$ cat src/rtl/matrix_pkg.sv
// Shared definitions for the matrix datapath: op codes, default sizing and loader states.
package matrix_pkg;

  localparam int DATA_W_DEF    = 8;
  localparam int MAX_DIM_DEF   = 5;
  localparam int NUM_SLOTS_DEF = 10;
  localparam int ADDR_W_DEF    = 8;
  localparam int MAX_ELEMS     = MAX_DIM_DEF * MAX_DIM_DEF;

  localparam logic [2:0] OP_TRANSPOSE = 3'b000;
  localparam logic [2:0] OP_ADD       = 3'b001;
  localparam logic [2:0] OP_SCALAR    = 3'b010;
  localparam logic [2:0] OP_MULTIPLY  = 3'b011;
  localparam logic [2:0] OP_CONV      = 3'b100;

  typedef enum logic [2:0] {
    ST_IDLE   = 3'd0,
    ST_CHECK  = 3'd1,
    ST_READ_A = 3'd2,
    ST_READ_B = 3'd3,
    ST_DRAIN  = 3'd4
  } loader_state_e;

  function automatic logic op_uses_b(input logic [2:0] op);
    case (op)
      OP_ADD, OP_MULTIPLY, OP_CONV: return 1'b1;
      default:                      return 1'b0;
    endcase
  endfunction

  function automatic logic dim_valid(input logic [2:0] d, input int max_dim);
    return (d != 3'd0) && (int'(d) <= max_dim);
  endfunction

endpackage

$ cat src/rtl/operand_addr_gen.sv
// Flat RAM address for element idx of slot id, with a slot/element range check.
module operand_addr_gen
  import matrix_pkg::*;
#(
  parameter int ADDR_W    = ADDR_W_DEF,
  parameter int ID_W      = 4,
  parameter int IDX_W     = 5,
  parameter int NUM_SLOTS = NUM_SLOTS_DEF,
  parameter int ELEMS     = MAX_ELEMS
) (
  input  logic [ID_W-1:0]   id,
  input  logic [IDX_W-1:0]  idx,
  output logic [ADDR_W-1:0] addr,
  output logic              in_range
);

  always_comb begin
    addr     = ADDR_W'(int'(id) * ELEMS + int'(idx));
    in_range = (int'(id) < NUM_SLOTS) && (int'(idx) < ELEMS);
  end

endmodule

$ cat src/rtl/operand_loader.sv
// Fetches operand matrices from the element RAM into flat row-major buffers.
// Optional OPERAND_ZERO_PAD_EN clears the target buffers before each load.
module operand_loader
  import matrix_pkg::*;
#(
  parameter int DATA_W    = DATA_W_DEF,
  parameter int MAX_DIM   = MAX_DIM_DEF,
  parameter int NUM_SLOTS = NUM_SLOTS_DEF,
  parameter int ADDR_W    = ADDR_W_DEF
) (
  input  logic                                clk,
  input  logic                                rst,
  input  logic                                start,
  input  logic [2:0]                          op_type,
  input  logic [3:0]                          id_a,
  input  logic [3:0]                          id_b,
  input  logic [2:0]                          a_m,
  input  logic [2:0]                          a_n,
  input  logic [2:0]                          b_m,
  input  logic [2:0]                          b_n,
  output logic                                mem_rd_en,
  output logic [ADDR_W-1:0]                   mem_rd_addr,
  input  logic [DATA_W-1:0]                   mem_rd_data,
  output logic [MAX_DIM*MAX_DIM*DATA_W-1:0]   buf_a,
  output logic [MAX_DIM*MAX_DIM*DATA_W-1:0]   buf_b,
  output logic [2:0]                          out_a_m,
  output logic [2:0]                          out_a_n,
  output logic [2:0]                          out_b_m,
  output logic [2:0]                          out_b_n,
  output logic                                busy,
  output logic                                load_done,
  output logic                                load_error
);

  localparam int ELEMS = MAX_DIM * MAX_DIM;
  localparam int CNT_W = $clog2(ELEMS + 1);
  localparam int BUF_W = ELEMS * DATA_W;

  loader_state_e     state_q, state_d;
  logic [2:0]        op_q, op_d;
  logic [3:0]        id_a_q, id_a_d, id_b_q, id_b_d;
  logic [2:0]        a_m_q, a_m_d, a_n_q, a_n_d, b_m_q, b_m_d, b_n_q, b_n_d;
  logic [CNT_W-1:0]  idx_q, idx_d;
  logic              rd_en_q, rd_en_d;
  logic [ADDR_W-1:0] rd_addr_q, rd_addr_d;
  logic              tag_valid_q, tag_valid_d, tag_sel_q, tag_sel_d;
  logic [CNT_W-1:0]  tag_idx_q, tag_idx_d;
  logic [BUF_W-1:0]  buf_a_q, buf_a_d, buf_b_q, buf_b_d;
  logic              busy_q, busy_d, done_q, done_d, err_q, err_d;

  logic [CNT_W-1:0]  na_s, nb_s;
  logic              use_b_s, cfg_bad_s;
  logic [3:0]        gen_id_s;
  logic [ADDR_W-1:0] addr_s;
  logic              addr_ok_s;

  // Operation sizes and configuration check from the latched request.
  always_comb begin
    use_b_s = op_uses_b(op_q);
    na_s    = CNT_W'(int'(a_m_q) * int'(a_n_q));
    if (use_b_s) begin
      nb_s = CNT_W'(int'(b_m_q) * int'(b_n_q));
    end else begin
      nb_s = '0;
    end
    cfg_bad_s = (int'(id_a_q) >= NUM_SLOTS) || !dim_valid(a_m_q, MAX_DIM) ||
                !dim_valid(a_n_q, MAX_DIM) ||
                (use_b_s && ((int'(id_b_q) >= NUM_SLOTS) || !dim_valid(b_m_q, MAX_DIM) ||
                             !dim_valid(b_n_q, MAX_DIM)));
  end

  // Next-state, capture pipeline and buffer update.
  always_comb begin
    state_d     = state_q;
    op_d        = op_q;
    id_a_d      = id_a_q;
    id_b_d      = id_b_q;
    a_m_d       = a_m_q;
    a_n_d       = a_n_q;
    b_m_d       = b_m_q;
    b_n_d       = b_n_q;
    idx_d       = idx_q;
    err_d       = err_q;
    done_d      = 1'b0;
    buf_a_d     = buf_a_q;
    buf_b_d     = buf_b_q;
    tag_valid_d = rd_en_q;
    tag_sel_d   = (state_q == ST_READ_B);
    tag_idx_d   = idx_q;

    // The tag trails its read by one cycle, lining up with the RAM data.
    if (tag_valid_q) begin
      if (tag_sel_q) begin
        buf_b_d[int'(tag_idx_q)*DATA_W +: DATA_W] = mem_rd_data;
      end else begin
        buf_a_d[int'(tag_idx_q)*DATA_W +: DATA_W] = mem_rd_data;
      end
    end else begin
      buf_a_d = buf_a_q;
    end

    case (state_q)
      ST_IDLE: begin
        if (start) begin
          op_d   = op_type;
          id_a_d = id_a;
          a_m_d  = a_m;
          a_n_d  = a_n;
          if (op_uses_b(op_type)) begin
            id_b_d = id_b;
            b_m_d  = b_m;
            b_n_d  = b_n;
          end else begin
            id_b_d = id_b_q;
          end
          err_d   = 1'b0;
          state_d = ST_CHECK;
        end else begin
          state_d = ST_IDLE;
        end
      end
      ST_CHECK: begin
        if (cfg_bad_s) begin
          err_d   = 1'b1;
          state_d = ST_IDLE;
        end else begin
          idx_d   = '0;
          state_d = ST_READ_A;
`ifdef OPERAND_ZERO_PAD_EN
          buf_a_d = '0;
          if (nb_s != '0) begin
            buf_b_d = '0;
          end else begin
            buf_b_d = buf_b_q;
          end
`endif
        end
      end
      ST_READ_A: begin
        if (idx_q == na_s - CNT_W'(1)) begin
          idx_d = '0;
          if (nb_s != '0) begin
            state_d = ST_READ_B;
          end else begin
            state_d = ST_DRAIN;
          end
        end else begin
          idx_d = idx_q + CNT_W'(1);
        end
      end
      ST_READ_B: begin
        if (idx_q == nb_s - CNT_W'(1)) begin
          idx_d   = '0;
          state_d = ST_DRAIN;
        end else begin
          idx_d = idx_q + CNT_W'(1);
        end
      end
      ST_DRAIN: begin
        done_d  = 1'b1;
        state_d = ST_IDLE;
      end
      default: begin
        state_d = ST_IDLE;
      end
    endcase

    busy_d = (state_d != ST_IDLE);
  end

  operand_addr_gen #(
    .ADDR_W   (ADDR_W),
    .ID_W     (4),
    .IDX_W    (CNT_W),
    .NUM_SLOTS(NUM_SLOTS),
    .ELEMS    (ELEMS)
  ) u_addr_gen (
    .id      (gen_id_s),
    .idx     (idx_d),
    .addr    (addr_s),
    .in_range(addr_ok_s)
  );

  // Read strobe and address are registered from the next-state view.
  always_comb begin
    if (state_d == ST_READ_B) begin
      gen_id_s = id_b_d;
    end else begin
      gen_id_s = id_a_d;
    end
    rd_en_d = ((state_d == ST_READ_A) || (state_d == ST_READ_B)) && addr_ok_s;
    if (rd_en_d) begin
      rd_addr_d = addr_s;
    end else begin
      rd_addr_d = '0;
    end
  end

  // State and datapath registers.
  always_ff @(posedge clk or posedge rst) begin
    if (rst) begin
      state_q     <= ST_IDLE;
      op_q        <= 3'd0;
      id_a_q      <= 4'd0;
      id_b_q      <= 4'd0;
      a_m_q       <= 3'd0;
      a_n_q       <= 3'd0;
      b_m_q       <= 3'd0;
      b_n_q       <= 3'd0;
      idx_q       <= '0;
      rd_en_q     <= 1'b0;
      rd_addr_q   <= '0;
      tag_valid_q <= 1'b0;
      tag_sel_q   <= 1'b0;
      tag_idx_q   <= '0;
      buf_a_q     <= '0;
      buf_b_q     <= '0;
      busy_q      <= 1'b0;
      done_q      <= 1'b0;
      err_q       <= 1'b0;
    end else begin
      state_q     <= state_d;
      op_q        <= op_d;
      id_a_q      <= id_a_d;
      id_b_q      <= id_b_d;
      a_m_q       <= a_m_d;
      a_n_q       <= a_n_d;
      b_m_q       <= b_m_d;
      b_n_q       <= b_n_d;
      idx_q       <= idx_d;
      rd_en_q     <= rd_en_d;
      rd_addr_q   <= rd_addr_d;
      tag_valid_q <= tag_valid_d;
      tag_sel_q   <= tag_sel_d;
      tag_idx_q   <= tag_idx_d;
      buf_a_q     <= buf_a_d;
      buf_b_q     <= buf_b_d;
      busy_q      <= busy_d;
      done_q      <= done_d;
      err_q       <= err_d;
    end
  end

  assign mem_rd_en   = rd_en_q;
  assign mem_rd_addr = rd_addr_q;
  assign buf_a       = buf_a_q;
  assign buf_b       = buf_b_q;
  assign out_a_m     = a_m_q;
  assign out_a_n     = a_n_q;
  assign out_b_m     = b_m_q;
  assign out_b_n     = b_n_q;
  assign busy        = busy_q;
  assign load_done   = done_q;
  assign load_error  = err_q;

endmodule

$ cat config.mk
export PLATFORM = sky130hd
export DESIGN_NAME = operand_loader
export DESIGN_NICKNAME = d
export VERILOG_FILES = /design/src/rtl/matrix_pkg.sv /design/src/rtl/operand_addr_gen.sv /design/src/rtl/operand_loader.sv
export SDC_FILE = /design/constraint.sdc
export NUM_CORES = 1
export LEC_CHECK = 0
export ABC_CLOCK_PERIOD_IN_PS = 11900
export BUFFER_PORTS_ARGS = -buffer_cell sky130_fd_sc_hd__clkbuf_2
export CAP_MARGIN = 0
export CORE_MARGIN = 2
export CORE_UTILIZATION = 48
export CTS_BUF_LIST = sky130_fd_sc_hd__clkbuf_8 sky130_fd_sc_hd__clkbuf_16
export CTS_CLUSTER_DIAMETER = 40
export DETAILED_ROUTE_END_ITERATION = 8
export PLACE_DENSITY = 0.76
export SYNTH_ARGS = -nofsm -noshare
export SYNTH_HDL_FRONTEND = slang
export SYNTH_SLANG_ARGS = --single-unit
export TNS_END_PERCENT = 1
$ cat constraint.sdc
create_clock -name clk -period 11.9 [get_ports clk]
set_input_delay 0.595 -clock clk [delete_from_list [all_inputs] [get_ports clk]]
set_output_delay 0.595 -clock clk [all_outputs]
set_load 0.01 [all_outputs]
==> results.cfg <==
[synthesis]
ys_seq_area_share_pct = 62.7
synth_top_family_by_area = simple AND/OR/NAND/NOR gates
netlist-cell-type-count = 62
synth_fp_nets = 1822
synth_edf_count = 0
synthSimpleGateAreaFrac_pct = 15.0
synth_compound_area_share_pct = 13.0
netlist_instances = 1751
yosysMostFrequentCell = nand2_1
synthAdderAreaFrac_pct = 2.83
netlist_top_cells_count = 517 x nand2_1, 450 x dfrtp_1, 396 x o21ai_0
ys_warn_count = 0
synth_mux_area_share_pct = 2.85
avgSynthCellArea_um2 = 10.3
yosysTopAreaCell = dfrtp_1
synth-xor-area-share_pct = 1.25
netlist_area_um2 = 18000
post-synth-top-area-fraction_pct = 62.7
async_flop_share_pct = 100
ys_dominant_reg_cell = dfrtp_1
synth_seq_cells = 450
synth.area.top_cells = dfrtp_1 63%, o21ai_0 11%, nand2_1 11%

[global_routing]
grt_pass1_vias = 14691
overflow = 0
grt_start_max_net_pins = 212
grtUsageTotal_pct = 28.9
grt_pass1_wl_mm = 85.9
antenna_found_initial = 0

[floorplanning]
std_cell_rows = 70
fp.dieH_um = 197
dieArea_um2 = 39000
core-area_um2 = 36700
die_w_um = 197
pin_count = 458
initial_core_util_pct = 48.9

[critical_path]
max_stage_delay_ns = 0.55
cpMostUsedCell = ha_1
cp_slowest_cell = fa_1
cp_max_fo = 11
crit_family = adder cells
path_cells = and2_1 > fa_1 > ha_1 > inv_1 > fa_1 > xnor2_1 > nor3b_1 > o31ai_2 > o221ai_2 > o21ai_2 > o21ai_1 > nand2_1 > mux2_2 > ha_1 > ha_1 > ha_1 > nor2b_1 > o21ai_0 > a21oi_1 > o21a_1 > nor2_1 > xnor2_1 > nor3_1
start_kind = flip-flop
critPathBufInv = 1
endpoint_kind = flip-flop
crit_arrival_ns = 6.73
cp.required_ns = 12.39
critPathKind = flip-flop to flip-flop

[clock_tree]
ctsHoldBuffers = 0
cts.path.max_buffers = 3
clock_latency_ns = 0.60
numClockSinks = 450
post_cts_buffers = 0
htreeDepth = 2
root_buffer = clkbuf_16
ctsResizeCount = 0
cts_buffers = 56
cts_tree = yes
path_clk_slew_ns = 0.06

[finish]
drive_gt1_share_pct = 28.0
fillers = 3008
diodes = 0
nets = 2276
area_growth_pct = 26.0
finalInstanceArea_um2 = 22600

[timing]
finalCriticalPeriod_ns = 6.24
hold_viol = 0
setup_slack_ns = 5.66
slew_violations = 0
rsz0062_at_grt = false
period_share_pct = 52.4
fmax_mhz = 160
relSlewSlack_pct = 22.8
setup_tns_ns = 0
setup_viol = 0
finClkSkew_ns = 0.0196
tightest_slew_ns = 1.15

[route]
drtIter0Drc = 759
postRouteAntennaNets = 0
totalWireLength_mm = 55.9
routedWlPerCell_um = 20.6
dr.pass1.iters = 5
remaining_drc_errors = 0
vias = 14889
via_per_inst = 5.48

[pwr]
ir_drop_mv = 0.181
p_leak_nw = 11.3
power_w = 0.00566
power_density_nw_per_um2 = 250

[run_status]
status = completed

[placement]
place_ws_ns = 5.82
port_buffers = 457
dp_hpwl_mm = 38.4
gp_congestion = 0.887
placed_cell_area_um2 = 20700

[job]
drv_cap = 0

[hold_path]
min_path_type = input pin to async pin
[registers in the layout, indices dropped and copies added, names as in the netlist, 3 cells and up]
name,flops
buf_a,200
buf_b,200
id_a_q,4
id_b_q,4
idx_q,5
mem_rd_addr,8
op_q,3
out_a_m,3
out_a_n,3
out_b_m,3
out_b_n,3
state_q,3
tag_idx_q,5
[power by group]
group / switching (W) / internal [W]
Combinational: 0.00116 / 0.000704
Sequential: 0.000218 / 0.00182
Clock: 0.000697 / 0.00107
Total: 0.00207 / 0.00359
[area by class of cell]
cell class	instances	area [µm²]	area share, %
Clock buffer	62	1500	6.61
Clock inverter	41	467	2.06
Tap cell	468	586	2.59
Multi-Input combinational cell	1195	6290	27.8
Sequential cell	450	11300	49.8
Timing Repair Buffer	473	2420	10.7
Inverter	29	113	0.498
[kinds of logic (layout without fill, tap and decap cells)]
| group | count (synthesis) | in the layout |
|---|---|---|
| AND/OR/NAND/NOR | 649 | 649 |
| flip-flops | 450 | 450 |
| AO/OA/AOI/OAI | 439 | 439 |
| buffers and inverters | 106 | 605 |
| multiplexers | 46 | 46 |
| adder cells (fa/ha/maj) | 37 | 37 |
| XOR/XNOR | 24 | 24 |
[layout by cell type, fill, tap and decap left out, drive strengths merged, types with 3 or more instances in the layout]
master and count:
nand2b 6, nor4 3, mux2i 5, clkbuf 519, bufinv 7, mux2 41, nand2 517, a21o 3
fa 6, xnor2 18, o21a 3, and2 13, dfrtp 450, nor2b 5, ha 31, nand4b 3
o31ai 3, clkinvlp 6, or2 3, and3 3, inv 46, o21ai 399, buf 16, nand3 37
clkinv 11, a21oi 10, nor3 21, nor2 25, nor3b 6, xor2 5
[path summary, 6_finish.rpt]
check                                  startpoint                       end  slack, ns  cells past startpoint
max in group asynchronous                     rst    buf_a[165]$_DFFE_PP0P_       9.62                      4
min                                           rst    buf_b[199]$_DFFE_PP0P_       0.10                      2
min in group clk                           b_m[0]    out_b_m[0]$_DFFE_PP0P_       0.23                      2
max reg2reg                out_b_m[0]$_DFFE_PP0P_  mem_rd_addr[7]$_DFF_PP0_       5.66                     23
min reg2reg                   mem_rd_en$_DFF_PP0_     tag_valid_q$_DFF_PP0_       0.44                      0
max                        out_b_m[0]$_DFFE_PP0P_  mem_rd_addr[7]$_DFF_PP0_       5.66                     23
[metrics by stage]
stage / hold WS, ns / util, % / std cells
global route: 0.145 / 61.7 / 2718
detailed placement: 0.427 / 56.3 / 2615
global placement: 0.436 / 56.3 / 2615
floorplan: 0.349 / - / 1751
CTS: 0.101 / 61.7 / 2718
finish: 0.102 / 61.7 / 2718
[per-layer routing]
metal  track usage [%]  up-vias  share of wire, %
met5                 0        -                 0
met2              45.6      661                47
met3              7.10      160               8.3
li1                  -     6830                 -
met4              14.7        0               4.8
met1              37.5     7238                40
No activity file was read; power rests on OpenSTA's default activity.
